## src/rtl/kbd_mailbox_arbiter.sv

```systemverilog
// Keyboard character FIFO feeding a CPU-visible mailbox word, sharing the
// single data-memory write port with CPU stores (CPU always wins).
//
// state    | meaning
// ---------+--------------------------------------------------------------
// IDLE     | nothing in flight; move to ARB once the FIFO holds a character
// ARB      | head character ready; issue on the first cycle with no CPU store
// WAIT_ACK | character delivered; wait for the CPU to store 0 to the mailbox
module kbd_mailbox_arbiter #(
  parameter int                ADDR_W     = 19,
  parameter int                FIFO_DEPTH = 8,
  parameter logic [ADDR_W-1:0] KBD_ADDR   = 19'hf00
) (
  input  logic                        CLOCK_50,
  input  logic                        rst_n,
  input  logic                        clear,
  input  logic                        key_valid,
  input  logic [7:0]                  key_ascii,
  input  logic                        cpu_we,
  input  logic [ADDR_W-1:0]           cpu_addr,
  input  logic [31:0]                 cpu_wdata,
  output logic                        mem_we,
  output logic [ADDR_W-1:0]           mem_addr,
  output logic [31:0]                 mem_wdata,
  output logic                        kbd_pending,
  output logic [$clog2(FIFO_DEPTH):0] fifo_count,
  output logic                        overflow
);

  localparam int PTR_W = $clog2(FIFO_DEPTH);
  localparam int CNT_W = PTR_W + 1;

  localparam logic [1:0] ST_IDLE     = 2'd0;
  localparam logic [1:0] ST_ARB      = 2'd1;
  localparam logic [1:0] ST_WAIT_ACK = 2'd2;

  logic [1:0]        state_q, state_d;
  logic [PTR_W-1:0]  head_q, head_d;
  logic [PTR_W-1:0]  tail_q, tail_d;
  logic [CNT_W-1:0]  count_q, count_d;
  logic              ovf_q, ovf_d;
  logic              mem_we_q, mem_we_d;
  logic [ADDR_W-1:0] mem_addr_q, mem_addr_d;
  logic [31:0]       mem_wdata_q, mem_wdata_d;
  logic [7:0]        fifo_q [FIFO_DEPTH];

  logic key_req;
  logic fifo_full;
  logic kbd_issue;
  logic push;
  logic pop;
  logic cpu_ack;

  assign key_req   = key_valid && (key_ascii != 8'h00);
  assign fifo_full = (count_q == CNT_W'(FIFO_DEPTH));
  // ARB is only entered with a non-empty FIFO and only ARB pops, so the
  // head entry is always valid when the keyboard write is issued.
  assign kbd_issue = (state_q == ST_ARB) && !cpu_we && !clear;
  assign pop       = kbd_issue;
  assign push      = key_req && !clear && (!fifo_full || pop);
  assign cpu_ack   = cpu_we && (cpu_addr == KBD_ADDR) && (cpu_wdata[7:0] == 8'h00);

  always_comb begin
    state_d = state_q;
    case (state_q)
      ST_IDLE:     if (count_q != '0) state_d = ST_ARB;
      ST_ARB:      if (kbd_issue) state_d = ST_WAIT_ACK;
      ST_WAIT_ACK: if (cpu_ack) state_d = ST_IDLE;
      default:     state_d = ST_IDLE;
    endcase
    if (clear) state_d = ST_IDLE;
  end

  always_comb begin
    head_d  = head_q;
    tail_d  = tail_q;
    count_d = count_q;
    ovf_d   = ovf_q;
    if (clear) begin
      head_d  = '0;
      tail_d  = '0;
      count_d = '0;
      ovf_d   = 1'b0;
    end else begin
      if (push) tail_d = tail_q + PTR_W'(1);
      if (pop)  head_d = head_q + PTR_W'(1);
      case ({push, pop})
        2'b10:   count_d = count_q + CNT_W'(1);
        2'b01:   count_d = count_q - CNT_W'(1);
        default: count_d = count_q;
      endcase
      if (key_req && fifo_full && !pop) ovf_d = 1'b1;
    end
  end

  // Write-port mux: both sources see one cycle of latency; CPU never stalls.
  always_comb begin
    mem_we_d    = 1'b0;
    mem_addr_d  = mem_addr_q;
    mem_wdata_d = mem_wdata_q;
    if (cpu_we) begin
      mem_we_d    = 1'b1;
      mem_addr_d  = cpu_addr;
      mem_wdata_d = cpu_wdata;
    end else if (kbd_issue) begin
      mem_we_d    = 1'b1;
      mem_addr_d  = KBD_ADDR;
      mem_wdata_d = {24'h0, fifo_q[head_q]};
    end
  end

  always_ff @(posedge CLOCK_50 or negedge rst_n) begin
    if (!rst_n) begin
      state_q     <= ST_IDLE;
      head_q      <= '0;
      tail_q      <= '0;
      count_q     <= '0;
      ovf_q       <= 1'b0;
      mem_we_q    <= 1'b0;
      mem_addr_q  <= '0;
      mem_wdata_q <= '0;
    end else begin
      state_q     <= state_d;
      head_q      <= head_d;
      tail_q      <= tail_d;
      count_q     <= count_d;
      ovf_q       <= ovf_d;
      mem_we_q    <= mem_we_d;
      mem_addr_q  <= mem_addr_d;
      mem_wdata_q <= mem_wdata_d;
    end
  end

  // Storage needs no reset: entries are only read after being written.
  always_ff @(posedge CLOCK_50) begin
    if (push) fifo_q[tail_q] <= key_ascii;
  end

  assign mem_we      = mem_we_q;
  assign mem_addr    = mem_addr_q;
  assign mem_wdata   = mem_wdata_q;
  assign kbd_pending = (state_q == ST_WAIT_ACK);
  assign fifo_count  = count_q;
  assign overflow    = ovf_q;

endmodule

```

## config.mk

```make
export PLATFORM = sky130hd
export DESIGN_NAME = kbd_mailbox_arbiter
export DESIGN_NICKNAME = d
export VERILOG_FILES = /design/src/rtl/kbd_mailbox_arbiter.sv
export SDC_FILE = /design/constraint.sdc
export NUM_CORES = 1
export LEC_CHECK = 0
export CAP_MARGIN = 15
export CORE_AREA = 2 2 148 150
export CTS_BUF_LIST = sky130_fd_sc_hd__clkbuf_4
export DETAILED_ROUTE_END_ITERATION = 8
export DIE_AREA = 0 0 150 152
export SETUP_SLACK_MARGIN = 0.4
export SYNTH_ARGS = -nofsm -noshare
export SYNTH_HDL_FRONTEND = slang
export SYNTH_SLANG_ARGS = --single-unit
```

## constraint.sdc

```tcl
create_clock -name CLOCK_50 -period 4.9 [get_ports CLOCK_50]
set_input_delay 0.98 -clock CLOCK_50 [delete_from_list [all_inputs] [get_ports CLOCK_50]]
set_output_delay 0.98 -clock CLOCK_50 [all_outputs]
set_load 0.02 [all_outputs]
```

==> results of run 1 <==
## cell families after synthesis
logic type / after synthesis / synth area share [%]
and+or+nand+nor: 63 / 6.81
xor gates and xnor gates: 8 / 1.35
buffers and inverters: 29 / 2.29
AOI/OAI and AO/OA: 73 / 10.9
muxes: 26 / 8.90
adders and majority gates: 5 / 1.35
DFF: 129 / 68.4
## state kept, by name (all words and copies together), names as in the netlist
signal	cells
overflow	1
mem_addr	19
fifo_q	64
tail_q	3
mem_we	1
state_q	2
head_q	3
mem_wdata	32
fifo_count	4
## stage by stage
step / hold WS, ns / setup WS, ns
2_1_floorplan: 0.477 / 1.53
3_3_place_gp: 0.479 / 0.817
3_5_place_dp: 0.481 / 0.673
4_1_cts: 0.438 / 1.26
5_1_grt: 0.464 / 1.07
6_report: 0.477 / 1.16
## area by class of cell
cell class                      count  area share (%)
Sequential cell                   129            50.6
Multi-Input combinational cell    175            21.7
Timing Repair Buffer              133            18.7
Tap cell                          280            4.99
Clock buffer                       18            1.93
Clock inverter                     14            1.66
Inverter                            8           0.428
## Yosys cell counts (all sizes together)
| library cell | n |
|---|---|
| dfrtp | 65 |
| edfxtp | 64 |
| a22o | 39 |
| nor2 | 18 |
| clkbuf | 16 |
| mux4 | 16 |
| a22oi | 9 |
| mux2i | 9 |
| nand2 | 9 |
| nor3 | 9 |
| o21ai | 9 |
| a21oi | 8 |
| inv | 8 |
| nor4 | 7 |
| buf | 5 |
| xnor2 | 5 |
| ha | 4 |
| nand3 | 4 |
| nor3b | 4 |
| xor2 | 3 |
| and3 | 2 |
| nor4b | 2 |
| o211ai | 2 |
| or4 | 2 |
| a2111oi | 1 |
| a221oi | 1 |
| a311oi | 1 |
| a31o | 1 |
| and2 | 1 |
| fa | 1 |
| mux2 | 1 |
| nand2b | 1 |
| nand4 | 1 |
| nor2b | 1 |
| o21a | 1 |
| o31ai | 1 |
| or3b | 1 |
| or4b | 1 |
## power groups by stage
stage	combinational [W]	sequential [W]	clock, W
4_1_cts	0.000499	0.00128	0.000681
6_report	0.000510	0.00127	0.000650
2_1_floorplan	0.000189	0.00135	0
3_3_place_gp	0.000490	0.00130	0
5_1_grt	0.000552	0.00128	0.000729
3_5_place_dp	0.000497	0.00131	0
## critical path, cell delays in order
cell	delay, ns
clkdlybuf4s50_1	0.56
or4_4	0.62
o21a_1	0.33
nor2_1	0.32
ha_1	0.33
a21oi_1	0.15
nand2_1	0.11
and3_1	0.20
o211ai_1	0.18
or3b_1	0.36
## path summary, 6_finish.rpt
check	start	to	slack (ns)	cells past startpoint
max	key_ascii[1]	fifo_count[3]	1.16	10
min in group CLOCK_50	mem_wdata[11]	mem_wdata[11]	0.51	1
min reg2reg	mem_wdata[11]	mem_wdata[11]	0.51	1
min	rst_n	mem_we	0.48	1
max in group asynchronous	rst_n	mem_wdata[31]	3.47	2
max reg2reg	state_q[1]	fifo_count[3]	2.12	8
## routing by layer
metal  up-vias  track usage [%]
met3        10             4.41
li1       1570                -
met4         0             3.05
met5         -                0
met2       147             19.0
met1      1667             14.6
## cell usage in the layout, fill, tap and decap left out, drive strengths merged, types with 3 or more instances in the layout
| cell type | n |
|---|---|
| dfrtp | 65 |
| clkinv | 6 |
| nor2 | 18 |
| xnor2 | 5 |
| mux2i | 9 |
| nand2 | 9 |
| buf | 14 |
| clkinvlp | 5 |
| nor3 | 9 |
| clkbuf | 18 |
| xor2 | 3 |
| ha | 4 |
| edfxtp | 64 |
| nor4 | 7 |
| o21ai | 9 |
| nor3b | 4 |
| mux4 | 16 |
| a22o | 39 |
| clkdlybuf4s50 | 119 |
| a22oi | 9 |
| a21oi | 8 |
| inv | 10 |
| nand3 | 4 |
==> metrics.cfg, run 1 <==
[outcome]
status=finished, final reports clean

[routing]
ant_nets=0
drc=0
vias=3394
wl_met3_mm=1.34
wl_met2_mm=6.16
first_pass_iters=4
vias_per_cell=4.48
wl_met1_mm=5.69
wl_per_cell_um=17.6
wirelength_mm=13.3
top_layer_used=met4
first_iter_violations=141

[floorplanning]
num_rows=54
die_h_um=152
start_util_pct=24.3
ios=122
die_area_um2=22800
die_w_um=150
core_um2=21400

[cells_and_area]
layout.nets=533
areaGrowthSynthToFinish_pct=35.3
antenna-diode-count=0
final_layout_size_suffix_gt1_share_pct=14.5
stdcell_area_um2=7020
seqCellArea_um2=3550
fin_util_pct=32.9
filler_cell_count=2118
multi_input_area_um2=1530
fin_cells=757

[critical_path]
path_class=input port to register
worst_setup_path_end_kind=register
cp.required_ns=5.30
path_max_fanout=10
crit_path_start_kind=input port
cp.arrival_ns=4.14

[clock_tree]
post_cts_buffers=0
clk_pin_slew_ns=0.12
h-tree-depth=4
numCtsBuffers=17
cts_tree=done
clk_latency_ns=0.51
cts_buffer_depth=2
cts.sinks=129
cts_root_buffer=clkbuf_4
postCtsHoldBufs=0
ctsResizeCount=0

[timing]
hold_violations=0
period_minus_slack_ns=3.74
max_freq_mhz=267
max_slew_margin_pct=47.4
setup_violations=0
fin_crit_sh_pct=76.4
fin_worst_skew_ns=0.0136
drv_slew=0
fin_tns_setup_ns=0
rsz0062_at_grt=false
tightest_slew_ns=0.789

[synth]
syn_area_um2=5180
synth_top_area_share_pct=37.1
yosys_warnings=0
ys_types=44
synth_nets=402
yosysSeqAreaShare_pct=68.4
yosysTopAreaCell=edfxtp_1
synthCells=333
synth_area_leaders=edfxtp_1 37%, dfrtp_1 31%, mux4_2 6.9%, a22o_1 6.6%, mux2i_1 1.7%
synth_area_per_cell_um2=15.6
synth-seq-cells=129

[job]
maxCapViolCount=0

[pwr]
power_density_nw_per_um2=346
p_total_w=0.00243
internal_power_w=0.00173
p_leak_nw=2.57
switchingPower_w=0.000705
irDropWorstVdd_mv=0.191
combPwrFrac_pct=21.0
swShare_pct=29.0
seqPwrFrac_pct=52.3
p_clk_share_pct=26.7

[placed_design]
port_buffers=121
dpl.hpwl_mm=9.26
placed_cell_area_um2=6740
gp_congestion=0.803
place_inst=724

[global_routing]
overflow=0
antenna_found_initial=0
grt_pass1_vias=3500
grt_pass1_wl_mm=20.1
grt.total_usage_pct=11.7
grt_max_degree=57

[hold_path]
min_path_type=input port to async pin

(Power assumes the default switching activity.)
==> run 2, diff against run 1 <==
==> constraint.sdc (replaced) <==
create_clock -name CLOCK_50 -period 3.5 [get_ports CLOCK_50]
set_input_delay 0.7 -clock CLOCK_50 [delete_from_list [all_inputs] [get_ports CLOCK_50]]
set_output_delay 0.7 -clock CLOCK_50 [all_outputs]
set_load 0.02 [all_outputs]
==> run 2 against run 1 <==
Against the previous run: final cell count increased by 2.5%; global-route usage decreased by 0.12 points; design area grew 3.0%; flip-flop and latch count is the same; total power is 52% higher; clock power increased by 83%; largest power group unchanged; register-to-register slack got worse by 1.1 ns; hold slack better by 0.028 ns; combinational power rose by 39%; critical path type unchanged.
==> metrics.cfg, run 2 (synthesis gave the netlist of run 1 again) <==
[cells_and_area]
areaGrowthSynthToFinish_pct=39.4
layout.nets=552
final_layout_size_suffix_gt1_share_pct=17.3
fin_util_pct=33.9
antenna-diode-count=0
final_common_cell=clkdlybuf4s50_1
stdcell_area_um2=7230
filler_cell_count=2087
seqCellArea_um2=3550
multi_input_area_um2=1530
largest_register_ffs=64
most-common-layout-cells=119 x clkdlybuf4s50_1, 65 x dfrtp_1, 64 x edfxtp_1, 39 x a22o_1, 30 x buf_4
top_register=fifo_q

[placed_design]
placed_cell_area_um2=6880
gp_congestion=0.832
dpl.hpwl_mm=9.37
port_buffers=121

[routing]
wl_per_cell_um=16.9
wl_met2_mm=6.13
vias=3454
drc=0
first_iter_violations=167
vias_per_cell=4.45
ant_nets=0
top_layer_used=met4
first_pass_iters=4
wl_met3_mm=1.13
wl_met1_mm=5.76
wirelength_mm=13.1

[critical_path]
cp.required_ns=3.90
path_max_fanout=2
cp_cell_sequence=clkdlybuf4s50_1, or4_4, o21a_1, nor2_1, buf_4, ha_1, nand3_1, nand2_1, buf_4, nor3_2, a2111oi_0, or3b_1
worst_setup_path_end_kind=register
cp.arrival_ns=3.42
crit_buf_inv=3
slowest_stage=or4_4
max_stage_delay_ns=0.59
crit_path_start_kind=input port
path_class=input port to register
cpLargestDelayFamily=simple AND/OR/NAND/NOR gates
cpMostUsedCell=buf_4

[global_routing]
antenna_found_initial=0
overflow=0
grt_pass1_wl_mm=19.9
grt.total_usage_pct=11.6
grt_max_degree=57
grt_pass1_vias=3543

[floorplanning]
die_h_um=152
die_area_um2=22800
start_util_pct=24.3
die_w_um=150
num_rows=54
ios=122
core_um2=21400

[hold_path]
min_path_type=register to register

[timing]
rsz0062_at_grt=false
fin_crit_sh_pct=86.1
max_slew_margin_pct=39.3
hold_violations=0
setup_violations=0
tightest_slew_ns=0.911
period_minus_slack_ns=3.01
drv_slew=0
fin_worst_skew_ns=0.0207
max_freq_mhz=332

[clock_tree]
numCtsBuffers=17
clk_latency_ns=0.52
clk_pin_slew_ns=0.11
cts.sinks=129
h-tree-depth=4
cts_buffer_depth=2
ctsResizeCount=0
cts_root_buffer=clkbuf_4
cts_tree=done

[pwr]
p_leak_nw=2.71
irDropWorstVdd_mv=0.245
power_density_nw_per_um2=510

[outcome]
status=finished, final reports clean

[job]
maxCapViolCount=0

## run 2: final timing paths
kind                       slack, ns          start  cells after the start             to
max                             0.49   key_ascii[1]                     12  fifo_count[3]
min in group asynchronous       0.58          rst_n                      2  mem_wdata[30]
max reg2reg                     0.99     state_q[1]                      6   fifo_q[1][0]
min reg2reg                     0.50  mem_wdata[20]                      1  mem_wdata[20]
max in group asynchronous       2.17          rst_n                      3  mem_wdata[20]
min                             0.50  mem_wdata[20]                      1  mem_wdata[20]
## run 2: what timing repair did
item	in CTS	in global routing
hold buffers	1	0
setup buffers	0	0
endpoints found under the hold margin	10	0
## run 2: report_power, final
group | switching, W | leakage (nW) | internal (W)
clock network | 0.000535 | 0.172 | 0.000654
logic | 0.000337 | 1.15 | 0.000373
registers | 0.0000934 | 1.39 | 0.00170
total | 0.000965 | 2.71 | 0.00272
## run 2: worst reg2reg max path, stage by stage, from the launching register on
cell and delay (ns):
dfrtp_1 0.45, or4b_4 0.54, buf_4 0.21, nand2_1 0.09, nand2_1 0.08, nor3_1 0.25
and3_1 0.52
## run 2: final cells by class
type	instances	share of cell area [%]
clock inverters	12	2.61
well taps	280	4.85
inverters	8	0.415
clock buffers	20	2.08
multi-input cells	175	21.1
repair buffers	152	19.9
flip-flops and latches	129	49.1
## run 2: metrics by stage
step                instances  hold slack [ns]  power, W  TNS, ns  worst slack, ns
CTS                       776            0.509   0.00375        0            0.496
floorplan                 333            0.404   0.00216        0            0.411
global placement          743            0.477   0.00253        0          0.00250
finish                    776            0.504   0.00369        0            0.486
global route              776            0.523   0.00387        0            0.406
detailed placement        743            0.481   0.00254  -0.0831          -0.0831
## run 2: per-layer routing
metal  up-vias  GRT usage, %
met5         -             0
met4         0          2.70
met3        13          4.23
met2       143          18.7
met1      1694          14.8
li1       1604             -
==> run 3, diff against run 2 <==
--- a/config.mk
+++ b/config.mk
@@ -10,7 +10,6 @@
 export CTS_BUF_LIST = sky130_fd_sc_hd__clkbuf_4
 export DETAILED_ROUTE_END_ITERATION = 8
 export DIE_AREA = 0 0 150 152
-export SETUP_SLACK_MARGIN = 0.4
 export SYNTH_ARGS = -nofsm -noshare
 export SYNTH_HDL_FRONTEND = slang
 export SYNTH_SLANG_ARGS = --single-unit
==> results of run 3 <==
Same layout as run 2: the final DEF is identical, and so are final timing and power.
==> RTL change (config.mk and constraints of run 3) <==
Put one more register stage on the output `mem_wdata`, with the module's reset. The value now appears one clock later. The other outputs are not delayed to match.
--- a/src/rtl/kbd_mailbox_arbiter.sv
+++ b/src/rtl/kbd_mailbox_arbiter.sv
@@ -138,7 +138,13 @@
 
   assign mem_we      = mem_we_q;
   assign mem_addr    = mem_addr_q;
-  assign mem_wdata   = mem_wdata_q;
+  always_ff @(posedge CLOCK_50 or negedge rst_n) begin
+    if (!rst_n) begin
+      mem_wdata <= '0;
+    end else begin
+      mem_wdata <= mem_wdata_q;
+    end
+  end
   assign kbd_pending = (state_q == ST_WAIT_ACK);
   assign fifo_count  = count_q;
   assign overflow    = ovf_q;
Formal check against the unedited RTL: not equivalent (Yosys sat finds a counterexample within 4 cycles, from zero or initial values and one cycle with rst_n low).
==> RTL change against run 3 <==
- design area increased by 9.6%
- wire length increased by 5.7%
- area after synthesis increased by 16%
- sequential cell count increased by 32
- power increased by 10%
- combinational power decreased by 3.1%
- core utilization increased by 3.3 points
- setup slack improved by 49 ps
==> RTL change: results <==
metrics = {
    "outcome": {
        "status": "finished clean",
    },
    "sta": {
        "worst_clock_skew_ps": 14.5,
    },
    "layout": {
        "fillers": 2042,
        "design_area_sq_um": 7920,
        "instances_no_fill": 793,
        "final_layout_size_suffix_gt1_share_pct": 14.6,
        "fin_nets": 569,
    },
    "place": {
        "place.detailed.instances": 761,
        "gp_congestion": 0.745,
        "post_dp_cell_area_sq_um": 7610,
        "dp_hpwl_um": 9510,
    },
    "synth": {
        "synth_top_cells_by_area": "dfrtp_1 (40%), edfxtp_1 (32%), mux4_2 (6.0%)",
        "yosys.cell_types.count": 44,
        "post_synth_arst_share_pct": 60.2,
        "yosysWarnings": 0,
        "synth_commonest_cells": "dfrtp_1 (97), edfxtp_1 (64), a22o_1 (39)",
        "portion_of_the_post_synthesis_area_used_by_sequential_elements_pct": 72.2,
        "postSynthNetCount": 435,
        "postSynthAreaPerCell_sq_um": 16.5,
    },
    "drt": {
        "vias_per_instance": 4.69,
        "routed_wl_um": 13900,
        "drt.antenna.violating_nets": 0,
    },
    "cts": {
        "clk_latency_ps": 550,
        "postCtsResizedCells": 0,
        "tritoncts": "done",
        "clk_pin_slew_worst_paths_ps": 130,
    },
    "worst_hold_path": {
        "holdCritPathClass": "primary input to async pin",
    },
    "global_routing": {
        "gr-usage-all-layers_pct": 12.4,
        "largest_net_degree_at_the_start_of_global_routing": 56,
        "grt_first_pass_wirelength_um": 21300,
        "vias_in_the_first_global_route": 3822,
    },
    "power": {
        "vdd.ir_drop.worst_v": 0.000164,
        "total_leakage_power_nw": 3.01,
        "net-switching-power_w": 0.00108,
    },
    "worst_setup_path": {
        "cp_max_fo": 9,
    },
}
==> RTL change: changes by cell type after synthesis, moves of 4 or more <==
cell     before  now
buf_1         2    6
dfrtp_1      65   97
nor2_1       17   13
a21oi_1       8   13
nand2_1       9    4
nor3_1        8    4
==> RTL change: logic make-up (layout without fill, tap and decap cells) <==
family	count (synthesis)	in the layout	synth area share, %
AND/OR/NAND/NOR	53	53	5.54
AO/OA/AOI/OAI	81	81	10.1
multiplexers	28	28	7.97
XOR/XNOR	5	5	0.727
adder cells (fa/ha/maj)	5	5	1.16
flip-flops	161	161	72.2
buffers and inverters	33	180	2.37
==> RTL change: worst paths after layout <==
kind                                  from         endpoint  slack (ps)  depth (start not counted)
min                                  rst_n    mem_wdata[17]         120                          1
min in group CLOCK_50      mem_wdata_q[29]    mem_wdata[29]         380                          0
min reg2reg                mem_wdata_q[29]    mem_wdata[29]         380                          0
max in group asynchronous            rst_n  mem_wdata_q[31]        2520                          2
max                           key_ascii[0]    fifo_count[1]         530                          8
max reg2reg                     state_q[0]     fifo_q[6][6]         830                          4
==> RTL change: routing by layer <==
layer / vias up / global-route usage [%] / part of all wire (%)
li1: 1678 / - / -
met1: 1881 / 15.8 / 44
met2: 136 / 20.1 / 48
met3: 21 / 3.87 / 6.5
met4: 0 / 4.22 / 1.8
met5: - / 0 / 0
==> RTL change: area by class of cell <==
cell class	instances	share of cell area [%]
Clock buffer	21	1.99
Clock inverter	11	1.93
Inverter	9	0.426
Multi-Input combinational cell	172	19.5
Sequential cell	161	54.9
Tap cell	280	4.42
Timing Repair Buffer	139	16.9
==> RTL change: power by group through the flow <==
stage                     Clock, W  Combinational, W  Sequential (W)
after floorplan                  0          0.000253         0.00231
after global placement           0          0.000684         0.00223
after detailed placement         0          0.000696         0.00224
after CTS                  0.00124          0.000700         0.00220
after global routing       0.00133          0.000748         0.00222
final                      0.00119          0.000688         0.00220
==> RTL change: stage by stage <==
stage | total power (W) | setup TNS, ps
floorplan | 0.00256 | 0
global placement | 0.00292 | 0
detailed placement | 0.00294 | -25.4
CTS | 0.00414 | 0
global route | 0.00429 | 0
finish | 0.00408 | 0
==> RTL change: worst max-delay path, cell delays in order <==
cell,delay (ps)
clkdlybuf4s50_1,580
nor4_1,710
nand2_1,150
a21oi_1,230
buf_4,160
fa_1,180
or3b_2,450
a221oi_1,260
